**config.mk**
```make
export PLATFORM = sky130hd
export DESIGN_NAME = alu_op_sequencer
export DESIGN_NICKNAME = d
export VERILOG_FILES = /design/src/rtl/alu_op_pkg.sv /design/src/rtl/alu_op_decode.sv /design/src/rtl/alu_op_sequencer.sv
export SDC_FILE = /design/constraint.sdc
export NUM_CORES = 1
export LEC_CHECK = 0
export ABC_CLOCK_PERIOD_IN_PS = 1500
export CAP_MARGIN = 20
export CORE_AREA = 4 4 52 72
export CTS_BUF_LIST = sky130_fd_sc_hd__clkbuf_16
export CTS_CLUSTER_SIZE = 30
export DETAILED_ROUTE_END_ITERATION = 12
export DIE_AREA = 0 0 56 76
export DONT_BUFFER_PORTS = 1
export HOLD_SLACK_MARGIN = 0.03
export REMOVE_ABC_BUFFERS = 1
export SLEW_MARGIN = 10
export SYNTH_ARGS = -nofsm -noshare
export SYNTH_HDL_FRONTEND = slang
export SYNTH_SLANG_ARGS = --single-unit
```
**constraint.sdc**
```tcl
create_clock -name clk -period 1.5 [get_ports clk]
set_input_delay 0.225 -clock clk [delete_from_list [all_inputs] [get_ports clk]]
set_output_delay 0.225 -clock clk [all_outputs]
set_load 0.02 [all_outputs]
```
**src/rtl/alu_op_pkg.sv**
```systemverilog
// Shared encodings for the ALU operation sequencer: operation codes, ALUOp and
// funct7 selectors, and the issue FSM state type.
package alu_op_pkg;

  localparam logic [4:0] OP_AND    = 5'd0;
  localparam logic [4:0] OP_OR     = 5'd1;
  localparam logic [4:0] OP_XOR    = 5'd2;
  localparam logic [4:0] OP_ADD    = 5'd3;
  localparam logic [4:0] OP_SUB    = 5'd4;
  localparam logic [4:0] OP_SRL    = 5'd5;
  localparam logic [4:0] OP_SRA    = 5'd6;
  localparam logic [4:0] OP_SLL    = 5'd7;
  localparam logic [4:0] OP_EQ     = 5'd9;
  localparam logic [4:0] OP_NE     = 5'd10;
  localparam logic [4:0] OP_SLT    = 5'd11;
  localparam logic [4:0] OP_GE     = 5'd12;
  localparam logic [4:0] OP_LUI    = 5'd13;
  localparam logic [4:0] OP_SLTU   = 5'd14;
  localparam logic [4:0] OP_GEU    = 5'd15;
  localparam logic [4:0] OP_MUL    = 5'd16;
  localparam logic [4:0] OP_MULH   = 5'd17;
  localparam logic [4:0] OP_MULHSU = 5'd18;
  localparam logic [4:0] OP_MULHU  = 5'd19;
  localparam logic [4:0] OP_DIV    = 5'd20;
  localparam logic [4:0] OP_DIVU   = 5'd21;
  localparam logic [4:0] OP_REM    = 5'd22;
  localparam logic [4:0] OP_REMU   = 5'd23;

  localparam logic [1:0] ALUOP_MEM = 2'b00;
  localparam logic [1:0] ALUOP_BR  = 2'b01;
  localparam logic [1:0] ALUOP_RI  = 2'b10;
  localparam logic [1:0] ALUOP_JL  = 2'b11;

  localparam logic [6:0] F7_BASE   = 7'b0000000;
  localparam logic [6:0] F7_ALT    = 7'b0100000;
  localparam logic [6:0] F7_MULDIV = 7'b0000001;

  typedef enum logic [1:0] {IDLE, WAIT, HOLD} state_t;

endpackage

```
**src/rtl/alu_op_decode.sv**
```systemverilog
// Combinational decode of ALUOp/funct3/funct7 into the wide operation code.
// Illegal encodings collapse to ADD with the illegal flag raised.
module alu_op_decode
  import alu_op_pkg::*;
#(
  parameter int OP_W = 5,
  parameter int EN_M = 1
) (
  input  logic [1:0]      alu_op,
  input  logic [6:0]      funct7,
  input  logic [2:0]      funct3,
  input  logic            itype,
  output logic [OP_W-1:0] code,
  output logic            is_muldiv,
  output logic            illegal
);

  logic [4:0] raw;

  always_comb begin
    raw       = OP_ADD;
    is_muldiv = 1'b0;
    illegal   = 1'b0;
    case (alu_op)
      ALUOP_MEM: raw = OP_ADD;
      ALUOP_BR: begin
        case (funct3)
          3'b000:  raw = OP_EQ;
          3'b001:  raw = OP_NE;
          3'b100:  raw = OP_SLT;
          3'b101:  raw = OP_GE;
          3'b110:  raw = OP_SLTU;
          3'b111:  raw = OP_GEU;
          default: illegal = 1'b1;
        endcase
      end
      ALUOP_RI: begin
        if (itype) begin
          // Only shifts look at funct7 for I-type arithmetic
          case (funct3)
            3'b000: raw = OP_ADD;
            3'b010: raw = OP_SLT;
            3'b011: raw = OP_SLTU;
            3'b100: raw = OP_XOR;
            3'b110: raw = OP_OR;
            3'b111: raw = OP_AND;
            3'b001: begin
              if (funct7 == F7_BASE) raw = OP_SLL;
              else                   illegal = 1'b1;
            end
            default: begin
              if (funct7 == F7_BASE)     raw = OP_SRL;
              else if (funct7 == F7_ALT) raw = OP_SRA;
              else                       illegal = 1'b1;
            end
          endcase
        end else if (funct7 == F7_BASE) begin
          case (funct3)
            3'b000:  raw = OP_ADD;
            3'b001:  raw = OP_SLL;
            3'b010:  raw = OP_SLT;
            3'b011:  raw = OP_SLTU;
            3'b100:  raw = OP_XOR;
            3'b101:  raw = OP_SRL;
            3'b110:  raw = OP_OR;
            default: raw = OP_AND;
          endcase
        end else if (funct7 == F7_ALT) begin
          case (funct3)
            3'b000:  raw = OP_SUB;
            3'b101:  raw = OP_SRA;
            default: illegal = 1'b1;
          endcase
        end else if (funct7 == F7_MULDIV && EN_M != 0) begin
          raw       = {2'b10, funct3};
          is_muldiv = 1'b1;
        end else begin
          illegal = 1'b1;
        end
      end
      default: raw = OP_LUI;
    endcase
    if (illegal) begin
      raw       = OP_ADD;
      is_muldiv = 1'b0;
    end
  end

  assign code = OP_W'(raw);

endmodule

```
**src/rtl/alu_op_sequencer.sv**
```systemverilog
// Registered, handshaked ALU operation issue stage: decodes the request and
// holds MUL/DIV operations for their programmed latency before presenting them.
module alu_op_sequencer
  import alu_op_pkg::*;
#(
  parameter int OP_W    = 5,
  parameter int EN_M    = 1,
  parameter int MUL_LAT = 2,
  parameter int DIV_LAT = 32
) (
  input  logic            clk,
  input  logic            reset_n,
  input  logic            in_valid,
  output logic            in_ready,
  input  logic [1:0]      alu_op,
  input  logic [6:0]      funct7,
  input  logic [2:0]      funct3,
  input  logic            itype,
  input  logic            flush,
  output logic            out_valid,
  input  logic            out_ready,
  output logic [OP_W-1:0] operation,
  output logic            is_muldiv,
  output logic            illegal
);

  if ((EN_M != 0 && OP_W < 5) || (EN_M == 0 && OP_W < 4)) begin : g_bad_op_w
    $error("alu_op_sequencer: OP_W too narrow for the enabled operation set");
  end
  if (MUL_LAT < 1 || MUL_LAT > 15) begin : g_bad_mul_lat
    $error("alu_op_sequencer: MUL_LAT must be in 1..15");
  end
  if (DIV_LAT < 1 || DIV_LAT > 63) begin : g_bad_div_lat
    $error("alu_op_sequencer: DIV_LAT must be in 1..63");
  end

  localparam logic [5:0] MUL_CNT = 6'(MUL_LAT - 1);
  localparam logic [5:0] DIV_CNT = 6'(DIV_LAT - 1);

  logic [OP_W-1:0] dec_code;
  logic            dec_md;
  logic            dec_ill;

  alu_op_decode #(.OP_W(OP_W), .EN_M(EN_M)) u_decode (
    .alu_op    (alu_op),
    .funct7    (funct7),
    .funct3    (funct3),
    .itype     (itype),
    .code      (dec_code),
    .is_muldiv (dec_md),
    .illegal   (dec_ill)
  );

  state_t          state, state_n;
  logic [5:0]      cnt, cnt_n, lat_cnt;
  logic            accept, load;
  logic [OP_W-1:0] op_p1;
  logic            md_p1, ill_p1;

  assign in_ready = !flush && (state == IDLE || (state == HOLD && out_ready));
  assign accept   = in_valid && in_ready;

  always_comb begin
    state_n = state;
    cnt_n   = cnt;
    load    = 1'b0;
    lat_cnt = '0;
    if (flush) begin
      state_n = IDLE;
      cnt_n   = '0;
    end else begin
      case (state)
        IDLE: load = accept;
        WAIT: begin
          if (cnt == '0) state_n = HOLD;
          else           cnt_n   = cnt - 6'd1;
        end
        HOLD: begin
          if (out_ready) begin
            if (accept) load    = 1'b1;
            else        state_n = IDLE;
          end
        end
        default: state_n = IDLE;
      endcase
      // Codes 20-23 (bit 2 set) are the divide/remainder group
      if (load) begin
        lat_cnt = dec_code[2] ? DIV_CNT : MUL_CNT;
        if (dec_md && lat_cnt != '0) begin
          state_n = WAIT;
          cnt_n   = lat_cnt;
        end else begin
          state_n = HOLD;
          cnt_n   = '0;
        end
      end
    end
  end

  // Stage p1: accepted operation, held until the consumer takes it
  always_ff @(posedge clk or negedge reset_n) begin
    if (!reset_n) begin
      state  <= IDLE;
      cnt    <= '0;
      op_p1  <= '0;
      md_p1  <= 1'b0;
      ill_p1 <= 1'b0;
    end else begin
      state <= state_n;
      cnt   <= cnt_n;
      if (load) begin
        op_p1  <= dec_code;
        md_p1  <= dec_md;
        ill_p1 <= dec_ill;
      end
    end
  end

  assign out_valid = (state == HOLD);
  assign operation = op_p1;
  assign is_muldiv = md_p1;
  assign illegal   = ill_p1;

endmodule

```
==> impl_metrics.ini <==
[floorplanning]
std_cell_rows = 24
num_io_pins = 27
core-area_um2 = 3120
die_h_um = 76
die-area_um2 = 4260
start_util = 0.383
die_width_um = 56

[logic_synthesis]
yosysWarnings = 0
synth_top_area_share = 0.314
syn_inst = 146
yosysSeqAreaShare = 0.314
ys_top_cells_by_area = dfrtp_1 (31%), ha_1 (6.3%), nand2_1 (6.3%), a21oi_1 (4.6%), nand2b_1 (4.2%)
avgSynthCellArea_um2 = 8.18
synth-edff-count = 0
syn_area_um2 = 1190
async_flop_share = 1.00
synth_top_area_cell = dfrtp_1
synth_ff_type = dfrtp_1
synth.distinct_cells = 46
ys_ff_latch = 15

[setup_path]
rr_startpoint = state[0]
critPathMaxStageDelay_ns = 0.55
r2r_cells = 7
r2r-end = cnt[1]
cp.required_ns = 1.67
end_kind = flop
arrival_ns = 1.80
regToRegSetupSlack_ns = -0.11
slowest_stage = or4_4
critPathLaunch = funct7[3]
worstSetupStartpointType = input port
worstSetupEndpoint = cnt[1]
path_class = input port to flop
path_common_cell = or4_4
path_cells = or4_4 -> or4_4 -> or2_4 -> o21a_1 -> o22ai_2
path_max_fanout = 5

[power_and_ir_drop]
swShare = 0.255
p_leak_uw = 0.000719
total_power_uw = 1180
seq_power_share = 0.406
clock_power_share = 0.437
ir_drop_mv = 0.432
p_int_uw = 880
cellPowerDensity_nw_per_um2 = 725
combPwrFrac = 0.157
power.switching_uw = 300

[detailed_routing]
wirelength_mm = 3.47
drc = 0
antenna_left = 0
detail_route.wl_per_cell_um = 16.3
drt_iter0_drc = 42
dr.pass1.iters = 4
num_vias = 1230
via_per_inst = 5.77

[global_routing]
grt_max_degree = 16
overflow = 0
grt_usage = 0.161
grt_pass1_wl_mm = 5.57
first_global_vias = 1222
antenna_found_initial = 0

[cts]
cts_tree = built
clockBufferDepth = 2
cts_made_buffers = 3
cts_htree_levels = 1
clk_latency_ns = 0.25
root_buffer = clkbuf_16
cts.sink_count = 15
path_clk_slew_ns = 0.05

[sta]
tns_ns = -0.746
hold_viol_final = 0
slew_headroom = 0.559
tightest_slew_ns = 0.659
fin_ws_ns = -0.129
fin_crit_ns = 1.63
skew_ns = 0.00588
slew_violations = 0
rsz0062_at_grt = true
setup_viol_count_final = 11
max_freq_mhz = 614
fin_crit_sh = 1.09

[place]
placedCellCount = 203
port_buffers = 0
place_congestion = 0.881
placed_area_um2 = 1410
dp_hpwl_mm = 2.67
dp_slack_ns = -0.514

[layout]
antenna_cells = 0
nNetsFinal = 199
final_common_cell = buf_4
drive_gt1_frac = 0.345
instances_no_fill = 213
area_growth_pct = 36.3
final_area_um2 = 1630
most-common-layout-cells = buf_4 (29), nand2_1 (16), dfrtp_1 (15), a21oi_1 (9), nand2b_1 (8)

[min_path]
hold_class = input port to flop

[run_status]
outcome = complete, but fails checks
violations = negative setup slack

[run]
cap_viol_max_count = 0
-- repair_timing --
action	4_1_cts	5_1_grt
hold buffers	1	0
setup endpoints to repair	14	15
pin swaps	12	6
gates cloned	0	0
buffers inserted	3	4
hold endpoints to repair	15	0
gates resized for setup	17	11
-- sequential cells by signal, summed over array words and instances, names as in the netlist --
signal,cells
cnt,6
state,2
operation,5
is_muldiv,1
illegal,1
-- worst max-delay path: cells and delay by family --
kind	cells	cell delay (ns)
simple gates	3	1.35
compound gates	2	0.21
-- cells in the mapped netlist, drive strengths merged, types with 3 or more instances --
| cell | number |
|---|---|
| nor2b | 5 |
| ha | 6 |
| or4 | 3 |
| nand2 | 20 |
| nor3 | 3 |
| xnor2 | 5 |
| clkbuf | 6 |
| o21a | 4 |
| nand2b | 8 |
| nor2 | 6 |
| dfrtp | 15 |
| o21ai | 6 |
| a31oi | 4 |
| a21oi | 11 |
| inv | 7 |
| or3 | 3 |
-- per-stage QoR --
step	utilization	hold slack, ns
2_1_floorplan	-	-0.0706
3_3_place_gp	0.450	-0.0703
3_5_place_dp	0.450	-0.0703
4_1_cts	0.506	0.0434
5_1_grt	0.522	0.0440
6_report	0.522	0.0438
-- layout make-up --
class,count,area [um2]
multi-input combinational,116,848
tap,39,48.8
clock inverter,1,5.00
timing repair buffer,32,250
sequential,15,375
fill,315,1490
clock buffer,3,75.1
inverter,7,26.3
-- layer usage --
layer | wire (um) | track usage
met2 | 1830 | 0.293
met1 | 1350 | 0.171
met5 | 0 | 0
met4 | 101 | 0.0879
met3 | 190 | 0.0288
-- power groups by stage --
stage	combinational (uW)	clock, uW	sequential (uW)
finish	186	516	479
detailed placement	155	0	486
global placement	149	0	485
global route	203	544	481
CTS	181	526	479
floorplan	106	0	478
-- cells by family after synthesis --
| kind of cell | synth area share |
|---|---|
| simple gates | 0.264 |
| buf+inv | 0.0492 |
| flops | 0.314 |
| fa+ha+maj | 0.0628 |
| compound gates | 0.273 |
| xor+xnor | 0.0366 |
-- worst min-delay path by stage --
stage | endpoint | slack, ns | depth (start not counted) | from
after floorplan | cnt[0] | -0.07 | 0 | reset_n
final | state[1] | 0.04 | 1 | flush
after CTS | state[1] | 0.04 | 1 | flush
after global placement | cnt[5] | -0.07 | 0 | reset_n
after global routing | state[1] | 0.04 | 1 | flush
after detailed placement | cnt[5] | -0.07 | 0 | reset_n
Note: power is estimated with default switching activity, not from simulation.
